## src/rtl/drive_buf_pkg.sv

```systemverilog
`default_nettype none
// ============================================================================
// Module  : drive_buf_pkg
// Brief   : Shared types and defaults for the drive_buf elastic buffer.
// Revision: 1.0 - initial release
// ============================================================================
package drive_buf_pkg;

    localparam int DATA_W_DEF = 32;
    localparam int DEPTH_DEF  = 4;

    typedef enum logic [1:0] {
        RUN   = 2'd0,
        DRAIN = 2'd1,
        DONE  = 2'd2
    } drive_buf_state_e;

endpackage : drive_buf_pkg
`default_nettype wire

```

## src/rtl/drive_buf_if.sv

```systemverilog
`default_nettype none
// ============================================================================
// Module  : drive_buf_if
// Brief   : Producer/consumer handshake bundle plus status for drive_buf.
// Revision: 1.0 - initial release
// ============================================================================
interface drive_buf_if #(
    parameter int DATA_W = 32,
    parameter int DEPTH  = 4
);
    localparam int LVL_W = $clog2(DEPTH + 1);

    logic              in_valid;
    logic              in_ready;
    logic [DATA_W-1:0] in_data;
    logic              in_last;
    logic              out_valid;
    logic              out_ready;
    logic [DATA_W-1:0] out_data;
    logic              out_last;
    logic [LVL_W-1:0]  level;
    logic              done;

    modport slave (
        input  in_valid, in_data, in_last, out_ready,
        output in_ready, out_valid, out_data, out_last, level, done
    );

    modport master (
        output in_valid, in_data, in_last, out_ready,
        input  in_ready, out_valid, out_data, out_last, level, done
    );
endinterface : drive_buf_if
`default_nettype wire

```

## src/rtl/drive_buf_ram.sv

```systemverilog
`default_nettype none
// ============================================================================
// Module  : drive_buf_ram
// Brief   : DEPTH x WIDTH storage, one synchronous write port, async read.
// Revision: 1.0 - initial release
// ============================================================================
module drive_buf_ram #(
    parameter int WIDTH = 33,
    parameter int DEPTH = 4
) (
    input  wire logic                     clk_i,
    input  wire logic                     we_i,
    input  wire logic [$clog2(DEPTH)-1:0] waddr_i,
    input  wire logic [WIDTH-1:0]         wdata_i,
    input  wire logic [$clog2(DEPTH)-1:0] raddr_i,
    output logic      [WIDTH-1:0]         rdata_o
);
    logic [WIDTH-1:0] mem_q [DEPTH];

    always_ff @(posedge clk_i) begin
        if (we_i) begin
            mem_q[waddr_i] <= wdata_i;
        end
    end

    assign rdata_o = mem_q[raddr_i];
endmodule : drive_buf_ram
`default_nettype wire

```

## src/rtl/drive_buf.sv

```systemverilog
`default_nettype none
// ============================================================================
// Module  : drive_buf
// Brief   : First-word-fall-through elastic buffer with end-of-stream tracking.
//           Optional DRIVE_BUF_STATS_EN adds push/pop counters and high-water mark.
// Revision: 1.0 - initial release
// ============================================================================
module drive_buf
    import drive_buf_pkg::*;
#(
    parameter int DATA_W = DATA_W_DEF,
    parameter int DEPTH  = DEPTH_DEF
) (
    input  wire logic   v_clk,
    input  wire logic   v_rst,
    drive_buf_if.slave  bus
`ifdef DRIVE_BUF_STATS_EN
    ,
    output logic [31:0]                  push_cnt,
    output logic [31:0]                  pop_cnt,
    output logic [$clog2(DEPTH+1)-1:0]   hwm
`endif
);
    localparam int PTR_W = $clog2(DEPTH) + 1;
    localparam int AW    = $clog2(DEPTH);
    localparam int LVL_W = $clog2(DEPTH + 1);

    drive_buf_state_e state_q, state_d;
    logic [PTR_W-1:0] wr_ptr_q, wr_ptr_d;
    logic [PTR_W-1:0] rd_ptr_q, rd_ptr_d;
    logic             w_full, w_empty, w_push, w_pop;
    logic [PTR_W-1:0] w_level;
    logic [DATA_W:0]  w_rdata;

    // MSB differs with equal address bits only after a full lap of the writer
    assign w_empty = (wr_ptr_q == rd_ptr_q);
    assign w_full  = (wr_ptr_q[PTR_W-1] != rd_ptr_q[PTR_W-1]) &&
                     (wr_ptr_q[AW-1:0] == rd_ptr_q[AW-1:0]);
    assign w_level = wr_ptr_q - rd_ptr_q;

    assign w_push = bus.in_valid  & bus.in_ready;
    assign w_pop  = bus.out_valid & bus.out_ready;

    always_comb begin
        wr_ptr_d = wr_ptr_q;
        rd_ptr_d = rd_ptr_q;
        if (w_push) wr_ptr_d = wr_ptr_q + PTR_W'(1);
        if (w_pop)  rd_ptr_d = rd_ptr_q + PTR_W'(1);
    end

    always_ff @(posedge v_clk) begin
        if (v_rst) begin
            wr_ptr_q <= '0;
            rd_ptr_q <= '0;
        end else begin
            wr_ptr_q <= wr_ptr_d;
            rd_ptr_q <= rd_ptr_d;
        end
    end

    drive_buf_ram #(
        .WIDTH (DATA_W + 1),
        .DEPTH (DEPTH)
    ) u_ram (
        .clk_i   (v_clk),
        .we_i    (w_push),
        .waddr_i (wr_ptr_q[AW-1:0]),
        .wdata_i ({bus.in_last, bus.in_data}),
        .raddr_i (rd_ptr_q[AW-1:0]),
        .rdata_o (w_rdata)
    );

    // FSM: state register
    always_ff @(posedge v_clk) begin
        if (v_rst) state_q <= RUN;
        else       state_q <= state_d;
    end

    // FSM: next state
    always_comb begin
        state_d = state_q;
        case (state_q)
            RUN:     if (w_push && bus.in_last)  state_d = DRAIN;
            DRAIN:   if (w_pop && bus.out_last)  state_d = DONE;
            DONE:    state_d = DONE;
            default: state_d = RUN;
        endcase
    end

    // FSM: outputs, all from registered state so out_ready never reaches in_ready
    always_comb begin
        bus.in_ready  = (state_q == RUN) && !w_full;
        bus.out_valid = !w_empty && (state_q != DONE);
        bus.done      = (state_q == DONE);
    end

    assign bus.out_data = w_rdata[DATA_W-1:0];
    assign bus.out_last = w_rdata[DATA_W] & bus.out_valid;
    assign bus.level    = LVL_W'(w_level);

`ifdef DRIVE_BUF_STATS_EN
    logic [31:0]      push_cnt_q, pop_cnt_q;
    logic [LVL_W-1:0] hwm_q, hwm_d;
    logic [PTR_W-1:0] w_level_nxt;

    assign w_level_nxt = wr_ptr_d - rd_ptr_d;

    always_comb begin
        hwm_d = hwm_q;
        if (LVL_W'(w_level_nxt) > hwm_q) hwm_d = LVL_W'(w_level_nxt);
    end

    always_ff @(posedge v_clk) begin
        if (v_rst) begin
            push_cnt_q <= '0;
            pop_cnt_q  <= '0;
            hwm_q      <= '0;
        end else begin
            if (w_push) push_cnt_q <= push_cnt_q + 32'd1;
            if (w_pop)  pop_cnt_q  <= pop_cnt_q + 32'd1;
            hwm_q <= hwm_d;
        end
    end

    assign push_cnt = push_cnt_q;
    assign pop_cnt  = pop_cnt_q;
    assign hwm      = hwm_q;
`endif
endmodule : drive_buf
`default_nettype wire

```

## src/flat_wrapper.sv

```systemverilog
// flat-port wrapper written by rule: the top's interface ports become plain ports
module drive_buf_flat import drive_buf_pkg::*;
#(
    parameter int DATA_W = DATA_W_DEF,
    parameter int DEPTH  = DEPTH_DEF
)
  (v_clk, v_rst, bus_in_valid, bus_in_data, bus_in_last, bus_out_ready, bus_in_ready, bus_out_valid, bus_out_data, bus_out_last, bus_level, bus_done);
  drive_buf_if #(.DATA_W(DATA_W), .DEPTH(DEPTH)) bus_i ();
  input  wire logic v_clk;
  input  wire logic v_rst;
  input wire logic [$bits(bus_i.in_valid)-1:0] bus_in_valid;
  input wire logic [$bits(bus_i.in_data)-1:0] bus_in_data;
  input wire logic [$bits(bus_i.in_last)-1:0] bus_in_last;
  input wire logic [$bits(bus_i.out_ready)-1:0] bus_out_ready;
  output wire logic [$bits(bus_i.in_ready)-1:0] bus_in_ready;
  output wire logic [$bits(bus_i.out_valid)-1:0] bus_out_valid;
  output wire logic [$bits(bus_i.out_data)-1:0] bus_out_data;
  output wire logic [$bits(bus_i.out_last)-1:0] bus_out_last;
  output wire logic [$bits(bus_i.level)-1:0] bus_level;
  output wire logic [$bits(bus_i.done)-1:0] bus_done;
  assign bus_i.in_valid = bus_in_valid;
  assign bus_i.in_data = bus_in_data;
  assign bus_i.in_last = bus_in_last;
  assign bus_i.out_ready = bus_out_ready;
  assign bus_in_ready = bus_i.in_ready;
  assign bus_out_valid = bus_i.out_valid;
  assign bus_out_data = bus_i.out_data;
  assign bus_out_last = bus_i.out_last;
  assign bus_level = bus_i.level;
  assign bus_done = bus_i.done;
  drive_buf #(.DATA_W(DATA_W), .DEPTH(DEPTH)) u_core (.v_clk(v_clk), .v_rst(v_rst), .bus(bus_i));
endmodule
```

## config.mk

```make
export PLATFORM = sky130hd
export DESIGN_NAME = drive_buf_flat
export DESIGN_NICKNAME = d
export VERILOG_FILES = /design/src/rtl/drive_buf_pkg.sv /design/src/rtl/drive_buf_if.sv /design/src/rtl/drive_buf_ram.sv /design/src/rtl/drive_buf.sv /design/src/flat_wrapper.sv
export SDC_FILE = /design/constraint.sdc
export NUM_CORES = 1
export LEC_CHECK = 0
export ABC_AREA = 1
export CORE_UTILIZATION = 38
export CTS_BUF_LIST = sky130_fd_sc_hd__clkbuf_8
export CTS_CLUSTER_DIAMETER = 80
export DETAILED_ROUTE_END_ITERATION = 12
export PLACE_DENSITY = 0.62
export SYNTH_ARGS = -nofsm -noshare
export SYNTH_HDL_FRONTEND = slang
export SYNTH_SLANG_ARGS = --single-unit
```

## constraint.sdc

```tcl
create_clock -name v_clk -period 4.2 [get_ports v_clk]
set_input_delay 0.84 -clock v_clk [delete_from_list [all_inputs] [get_ports v_clk]]
set_output_delay 0.84 -clock v_clk [all_outputs]
set_load 0.03 [all_outputs]
```

## Yosys cells after proc, flatten, opt, wreduce, memory -nomap -nowiden

Memories as Yosys holds them, arrays and structs flattened. A register that Yosys moved wholly into a read port is not among the register bits.
Cells that the tools add are included.

| storage, ports and cells | value |
|---|---|
| logic and storage cells | 34 |
| memory bits (writable) | 132 |
| memories | 1 |
| memory bits (read-only) | 0 |
| register bits after elaboration | 8 |
| bits in latches | 0 |
| output and inout bits | 39 |

Memories:

| name | depth | bits a word | rd ports | clocked after Yosys merged registers in | wr ports | RTL line | source |
|---|---|---|---|---|---|---|---|
| u_core.u_ram.mem_q | 4 | 33 | 1 | 1 | 1 | drive_buf_ram.sv:18 | `logic [WIDTH-1:0] mem_q [DEPTH];` |

| cells by class | value |
|---|---|
| bitwise operators | 3 |
| divide/modulo/power cells | 0 |
| magnitude comparators | 0 |
| multiply operators | 0 |
| equality and inequality tests | 8 |
| shift operators | 0 |
| add/sub/neg operators | 3 |
| reduce and logical (&&, ||, !) cells | 9 |
| multiplexer cells | 7 |

Operators with widths:

| kind | count |
|---|---|
| 2-bit two-way mux | 4 |
| 3-bit by 1-bit adder with 3-bit output, second input constant | 2 |
| 2-bit case mux with 3 select lines | 1 |
| 1-bit logical AND | 5 |
| 2-bit by 1-bit inequality test with 1-bit output, second input constant | 2 |
| 1-bit bitwise AND | 3 |
| 3-bit equality test | 1 |
| 3-bit subtractor | 1 |
| 2-bit by 1-bit equality test with 1-bit output, second input constant | 1 |
| 2-bit equality test | 1 |
| 2-bit equality test, second input constant | 1 |
| 1-bit logical NOT | 2 |
| 2-bit logical NOT | 1 |
| 1-bit two-way mux | 2 |
| 2-bit inequality test, second input constant | 1 |
| 2-bit AND reduction | 1 |
| 1-bit inequality test | 1 |

## Logic depth before layout (Yosys ltp)

Gate-level depths: netlist of run 1.

| depth | value |
|---|---|
| word-level depth | 8 |
| gate-level depth with buffers | 10 |
| depth with buffers taken out | 10 |

## Modules after synthesis

A second synthesis of run 1 with hierarchy kept.

| unflattened totals | value |
|---|---|
| cells, all modules | 604 |
| area, all modules | 6120.9 µm² |

By module, submodules not included:

| module | times used | cells an instance | area each (µm²) |
|---|---|---|---|
| drive_buf_ram | 1 | 525 | 5556.6 |
| drive_buf | 1 | 79 | 564.3 |

## Least setup slack after synthesis of run 1

Ideal clock, no wire load.

| path | value |
|---|---|
| path kind | register to register |
| start point | register u_core.wr_ptr_q[0] |
| end point | memory u_core.u_ram.mem_q[0][0], enable pin |
| path slack | 1.033 ns |
| stages on the path, launching flop included | 8 |
| data arrival time | 2.744 ns |
| library setup time | 0.423 ns |
| period minus slack after synthesis | 3.167 ns |
| path through | dfxtp_1 > inv_1 > ha_1 > nand2_1 > inv_1 > a21oi_4 > nand2_4 > nor2_1 |

| between the ends | value |
|---|---|
| word-level cells in the longest chain between the ends | 7 |

RTL lines:

| what | RTL line | source |
|---|---|---|
| start: declaration | drive_buf.sv:29 | `logic [PTR_W-1:0] wr_ptr_q, wr_ptr_d;` |
| start signal: assignment | drive_buf.sv:56 | `wr_ptr_q <= wr_ptr_d;` |
| 2-bit equality test | drive_buf.sv:38 | `(wr_ptr_q[AW-1:0] == rd_ptr_q[AW-1:0]);` |
| 1-bit logical AND | drive_buf.sv:37 | `assign w_full = (wr_ptr_q[PTR_W-1] != rd_ptr_q[PTR_W-1]) &&` |
| 1-bit logical NOT | drive_buf.sv:92 | `bus.in_ready = (state_q == RUN) && !w_full;` |
| 1-bit logical AND | drive_buf.sv:92 |  |
| named net bus_in_ready | flat_wrapper.sv:15 | `output wire logic [$bits(bus_i.in_ready)-1:0] bus_in_ready;` |
| 1-bit bitwise AND | drive_buf.sv:41 | `assign w_push = bus.in_valid & bus.in_ready;` |
| 1-bit two-way mux | drive_buf_ram.sv:21 | `if (we_i) begin` |
| 1-bit two-way mux (implied by the code) | drive_buf_ram.sv:22 | `mem_q[waddr_i] <= wdata_i;` |
| end: declaration | drive_buf_ram.sv:18 |  |

The timed path passes the listed nets, and every way through them passes these cells.

==> parameters.txt, run 1 <==
Parameter                              Value

Outcome
  Result of the run    complete, no violations

STA
  Slew of the pin with the lowest slew margin    0.858 ns
  Setup repair after global routing missed its margin    false
  Final number of setup-violating endpoints    0
  Time the final worst path needs with I/O delays and setup    3.49 ns
  Relative slew slack    42.7%
  Total Negative Setup Slacks    0 ns
  Worst slack on hold paths    0.519 ns
  Setup WS post-layout    0.712 ns
  Count of endpoints failing hold in the final timing report    0
  Period utilisation layout    83.0%
  Worst Clk Skew    0.0129 ns
  Final max-slew violation count    0
  Peak Freq    0.287 GHz

Setup path
  Arrival time at the worst endpoint    2.65 ns
  Required @ worst endpoint    3.36 ns
  Type of origin of the critical path    register
  Largest fanout on the critical path    39
  Element type at the critical path end    primary output
  CP Class    reg -> out

Detailed routing
  Average wire length per cell after detail routing    16.4 um
  Total via count after detailed routing    3439
  Routed wire length    11300 um
  DRC violation total after the first TritonRoute iteration    293
  1st-pass router iterations    4
  Residual DRC    0
  Via density per instance    5.01
  Number of routed nets with antenna violations    0

Place
  Worst slack at placement    1.14 ns
  Port-buffer cells    75
  HPWL reported at the end of detailed placement    7070 um
  Placement Cell Area    6540 um2
  RD Place Congestion    0.730

Floorplan
  Standard-cell rows    43
  I/O Pins    76
  Total core area    14000 um2
  Die Outline Area    15100 um2
  Die height    123 um
  Chip Width    123 um
  Initial standard-cell utilization of the core    39.5%

Synth
  Number of warnings printed during yosys synthesis    0
  Number of flops mapped to enable cells by yosys    132
  Synth unique cells    26
  Top FF cell, synth    edfxtp_1
  Cell count after synthesis    409
  Register bit total from synthesis    142
  Top cell type's share of synthesized area    71.5%
  Share of synthesized area occupied by flip-flops and latches    75.1%
  Leading cell types by total area after synthesis    edfxtp_1 72%, o21ai_0 6.0%, nor2_1 4.8%, dfxtp_1 3.6%, o22ai_1 3.6%
  Post-synth ARST share    0%
  Post-Syn Nets    457
  Mean post-synth cell area    13.6 um2
  Most frequent cell after synthesis    edfxtp_1
  Syn Std Cell Area    5540 um2
  Top cells by count, synth    132 x edfxtp_1, 71 x nor2_1, 67 x o21ai_0
  Cell type with the largest total area after synthesis    edfxtp_1

Clock tree
  Number of levels in the clock H-tree    4
  Number of hold-repair buffers added at the cts stage    0
  Clock transition at the register clock pins on the worst setup and hold paths after CTS    0.08 ns
  Total number of clock tree sinks    142
  Maximum buffer depth of the clock tree    2
  Clock buffers created by TritonCTS    17
  Later-pin clock latency in the skew report    0.44 ns
  Buffers inserted by post-CTS timing repair    0
  Clock tree from TritonCTS    built
  CTS root buf    clkbuf_8
  Post-cts resize count    0

Final layout
  Filler instances    1193
  Multi-input combinational cell area    1230 um2
  Area delta synth->final    24.9%
  Final #Nets    542
  FF/Latch Area    4170 um2
  Antenna diodes    0
  Final std cell area, no fill    6920 um2
  Layout cell share with drive strength beyond 1    11.4%

Global route
  Vias in the first global route    3491
  GR Overflow Total    0
  Number of antenna violations at the first check in global routing    0
  Largest net degree at the start of global routing    67
  First-pass GRT wire length    17700 um
  Gr usage total    16.2%

Pwr
  VDD IR-drop max    0.316 mV
  Leakage component of the power    2.36 nW
  Pwr Density    740 nW/um2

Hold path
  Min-Delay Path Class    reg -> reg

Run
  Reported max-cap violation count    0
[layout make-up]
class | instances | share of cell area [%]
multi-input cells | 223 | 17.7
clock inverters | 15 | 2.13
inverters | 24 | 1.30
well taps | 180 | 3.25
flip-flops and latches | 142 | 60.2
clock buffers | 17 | 3.38
repair buffers | 86 | 12.0
[worst max-delay path, stage by stage, from the launching register on]
cell             delay (ns)
dfxtp_2                0.32
inv_2                  0.45
buf_4                  0.40
o21ai_0                0.12
o22ai_1                0.20
clkdlybuf4s50_1        0.72
[placed cells by master, fill, tap and decap left out, drive strengths merged]
master           n
nand3            4
ha              10
nand4            1
fa               1
clkdlybuf4s50   75
edfxtp         132
bufinv           2
nor2            72
inv             25
clkinv           8
buf             11
clkbuf          17
o22ai           32
o21ai           69
nor3             1
nor3b            1
clkinvlp         4
dfxtp           10
nand2           21
a21oi            7
and2             1
xor2             2
and3             1
[per-stage QoR]
stage          instances  utilization [%]  power [W]
3_5_place_dp         655             46.6    0.00416
5_1_grt              687             49.3    0.00541
2_1_floorplan        409                -    0.00325
4_1_cts              687             49.3    0.00519
6_report             687             49.3    0.00513
3_3_place_gp         655             46.6    0.00413
[layer usage]
metal / GRT usage [%] / vias up / wire [um]
li1: - / 1657 / -
met1: 19.2 / 1686 / 4820
met4: 6.02 / 0 / 69
met3: 4.37 / 7 / 508
met2: 27.9 / 89 / 5870
met5: 0 / - / 0
[flip-flops by register name, summed over array words and instances, names as in the netlist, named ones only]
name and cells:
u_core.wr_ptr_q 3, u_core.rd_ptr_q 3, u_core.state_q 2, u_core.u_ram.mem_q 132
[power breakdown]
group / switching, W / leakage (nW) / internal [W]
Combinational: 0.00146 / 0.896 / 0.000821
Sequential: 0.0000554 / 1.29 / 0.00176
Clock: 0.000509 / 0.183 / 0.000523
[cells by family (layout without fill, tap and decap cells)]
family	count (synthesis)	in the layout	synth area share, %
buffers and inverters	44	142	3.12
XOR/XNOR	2	2	0.316
AO/OA/AOI/OAI	108	108	10.9
adder cells (fa/ha/maj)	11	11	2.62
flip-flops	142	142	75.1
AND/OR/NAND/NOR	102	102	7.95
[final timing paths]
path	startpoint	end	slack, ns	depth (start not counted)
max reg2reg	u_core.wr_ptr_q[0]$_SDFFE_PP0P_	u_core.u_ram.mem_q[3][26]$_DFFE_PP_	1.62	8
max	register	bus_out_data[5]	0.71	5
min reg2reg	u_core.state_q[0]$_SDFFE_PP0P_	u_core.state_q[0]$_SDFFE_PP0P_	0.52	2
min	u_core.state_q[0]$_SDFFE_PP0P_	u_core.state_q[0]$_SDFFE_PP0P_	0.52	2
No activity file was read; power rests on OpenSTA's default activity.
==> inputs of run 2 (changes only) <==
- clock period: 4.2 -> 3.3 ns (I/O delays scaled with it)
==> run 2 against run 1 <==
Register-to-register slack got worse by 0.72 ns; clock power rose by 32%; first-iteration DRC count fell by 19%; sequential cell count did not move; clock skew fell by 0.0017 ns; highest routed layer unchanged; via count did not move.
==> parameters.txt, run 2 (synthesis gave the netlist of run 1 again) <==
Parameter                              Value

Outcome
  Result of the run    complete, no violations

STA
  Setup repair after global routing missed its margin    false
  Relative slew slack    62.4%
  Final number of setup-violating endpoints    0
  Slew of the pin with the lowest slew margin    0.563 ns
  Count of endpoints failing hold in the final timing report    0
  Total Negative Setup Slacks    0 ns
  Time the final worst path needs with I/O delays and setup    3.08 ns
  Worst Clk Skew    0.0112 ns
  Peak Freq    0.325 GHz
  Setup WS post-layout    0.219 ns
  Final max-slew violation count    0
  Period utilisation layout    93.4%

Final layout
  FF/Latch Area    4170 um2
  Max reg flops    132
  Final #Nets    542
  Most common cell after layout, fill and taps aside    edfxtp_1
  Layout cell share with drive strength beyond 1    11.8%
  Antenna diodes    0
  Commonest non-fill, non-tap cells in the layout    132 x edfxtp_1, 72 x clkdlybuf4s50_1, 68 x nor2_1
  Largest registers    u_core.u_ram.mem_q x132, u_core.rd_ptr_q x3, u_core.wr_ptr_q x3
  Area delta synth->final    26.1%
  Multi-input combinational cell area    1230 um2
  Top register by number of flip-flops    u_core.u_ram.mem_q
  Filler instances    1179

Clock tree
  Clock transition at the register clock pins on the worst setup and hold paths after CTS    0.08 ns
  Total number of clock tree sinks    142
  Clock tree from TritonCTS    built
  Number of levels in the clock H-tree    4
  Maximum buffer depth of the clock tree    2
  Clock buffers created by TritonCTS    17
  Later-pin clock latency in the skew report    0.45 ns
  Number of hold-repair buffers added at the cts stage    0
  CTS root buf    clkbuf_8

Setup path
  Slowest stage cell on the critical path    clkdlybuf4s50_1
  Critical-path cell list    buf_4 -> o21ai_0 -> o22ai_1 -> clkdlybuf4s50_1
  Element type at the critical path end    primary output
  Arrival time at the worst endpoint    2.42 ns
  Required @ worst endpoint    2.64 ns
  CP Class    reg -> out
  CP max stage delay    0.72 ns
  Type of origin of the critical path    register
  Largest fanout on the critical path    14

Floorplan
  Die height    123 um
  I/O Pins    76
  Die Outline Area    15100 um2
  Initial standard-cell utilization of the core    39.5%
  Chip Width    123 um
  Standard-cell rows    43
  Total core area    14000 um2

Place
  Port-buffer cells    75
  HPWL reported at the end of detailed placement    6690 um
  RD Place Congestion    0.710
  Worst slack at placement    0.528 ns

Global route
  Gr usage total    16.4%
  Number of antenna violations at the first check in global routing    0
  Vias in the first global route    3486
  GR Overflow Total    0
  Largest net degree at the start of global routing    67
  First-pass GRT wire length    17900 um

Pwr
  VDD IR-drop max    0.385 mV
  Pwr Density    945 nW/um2
  Leakage component of the power    2.40 nW

Detailed routing
  DRC violation total after the first TritonRoute iteration    238
  Average wire length per cell after detail routing    16.3 um
  Residual DRC    0
  Number of routed nets with antenna violations    0
  Total via count after detailed routing    3439
  Via density per instance    5.01
  1st-pass router iterations    4
  Routed wire length    11200 um

Hold path
  Min-Delay Path Class    reg -> reg

Run
  Reported max-cap violation count    0
## run 2: changes by cell type in the layout (fill, tap and decap cells not counted), sizes merged
cell	previous run	this run
buf	11	13
clkdlybuf4s50	75	72
clkinv	8	5
clkinvlp	4	2
dlymetal6s2s	0	1
inv	25	30
## run 2: timing repair
item | in CTS | in global routing
endpoints found under the setup margin | 0 | 17
buffers inserted | 0 | 0
gates resized for setup | 0 | 4
## run 2: critical path, delay by kind of cell (launching register included)
kind                   cells  cell delay, ns
buffers and inverters      2            1.03
AO/OA/AOI/OAI              2            0.35
flip-flops                 1            0.60
## run 2: layer usage
| layer | vias up | track usage [%] | share of wire (%) | routed length, um |
|---|---|---|---|---|
| li1 | 1667 | - | - | - |
| met1 | 1673 | 18.6 | 41 | 4590 |
| met2 | 93 | 28.8 | 52 | 5880 |
| met3 | 6 | 5.48 | 5.9 | 660 |
| met4 | 0 | 5.64 | 0.64 | 72 |
| met5 | - | 0 | 0 | 0 |
## run 2: path summary, 6_finish.rpt
kind | start | to | slack, ns | depth (start not counted)
min | u_core.state_q[0]$_SDFFE_PP0P_ | u_core.state_q[0]$_SDFFE_PP0P_ | 0.51 | 2
min reg2reg | u_core.state_q[0]$_SDFFE_PP0P_ | u_core.state_q[0]$_SDFFE_PP0P_ | 0.51 | 2
max reg2reg | u_core.wr_ptr_q[0]$_SDFFE_PP0P_ | u_core.u_ram.mem_q[0][12]$_DFFE_PP_ | 0.90 | 8
max | register | bus_out_data[31] | 0.22 | 4
## run 2: power by group
group          switching, W  internal, W
registers         0.0000918      0.00224
clock network      0.000678     0.000680
logic               0.00184      0.00108
## run 2: through the flow
stage	total power (W)	util, %	area, um2	instances	hold WS, ns
final	0.00661	49.8	6990	687	0.514
after global routing	0.00699	49.8	6990	687	0.566
after CTS	0.00667	49.7	6980	687	0.513
after detailed placement	0.00532	46.9	6590	655	0.496
after global placement	0.00528	46.9	6590	655	0.486
after floorplan	0.00413	-	5540	409	0.465
## run 2: area by class of cell
cell class / instances / area share, %
clock buffer: 17 / 3.35
multi-input combinational: 223 / 17.6
tap: 180 / 3.22
clock inverter: 15 / 2.26
inverter: 24 / 1.32
sequential: 142 / 59.6
timing repair buffer: 86 / 12.7
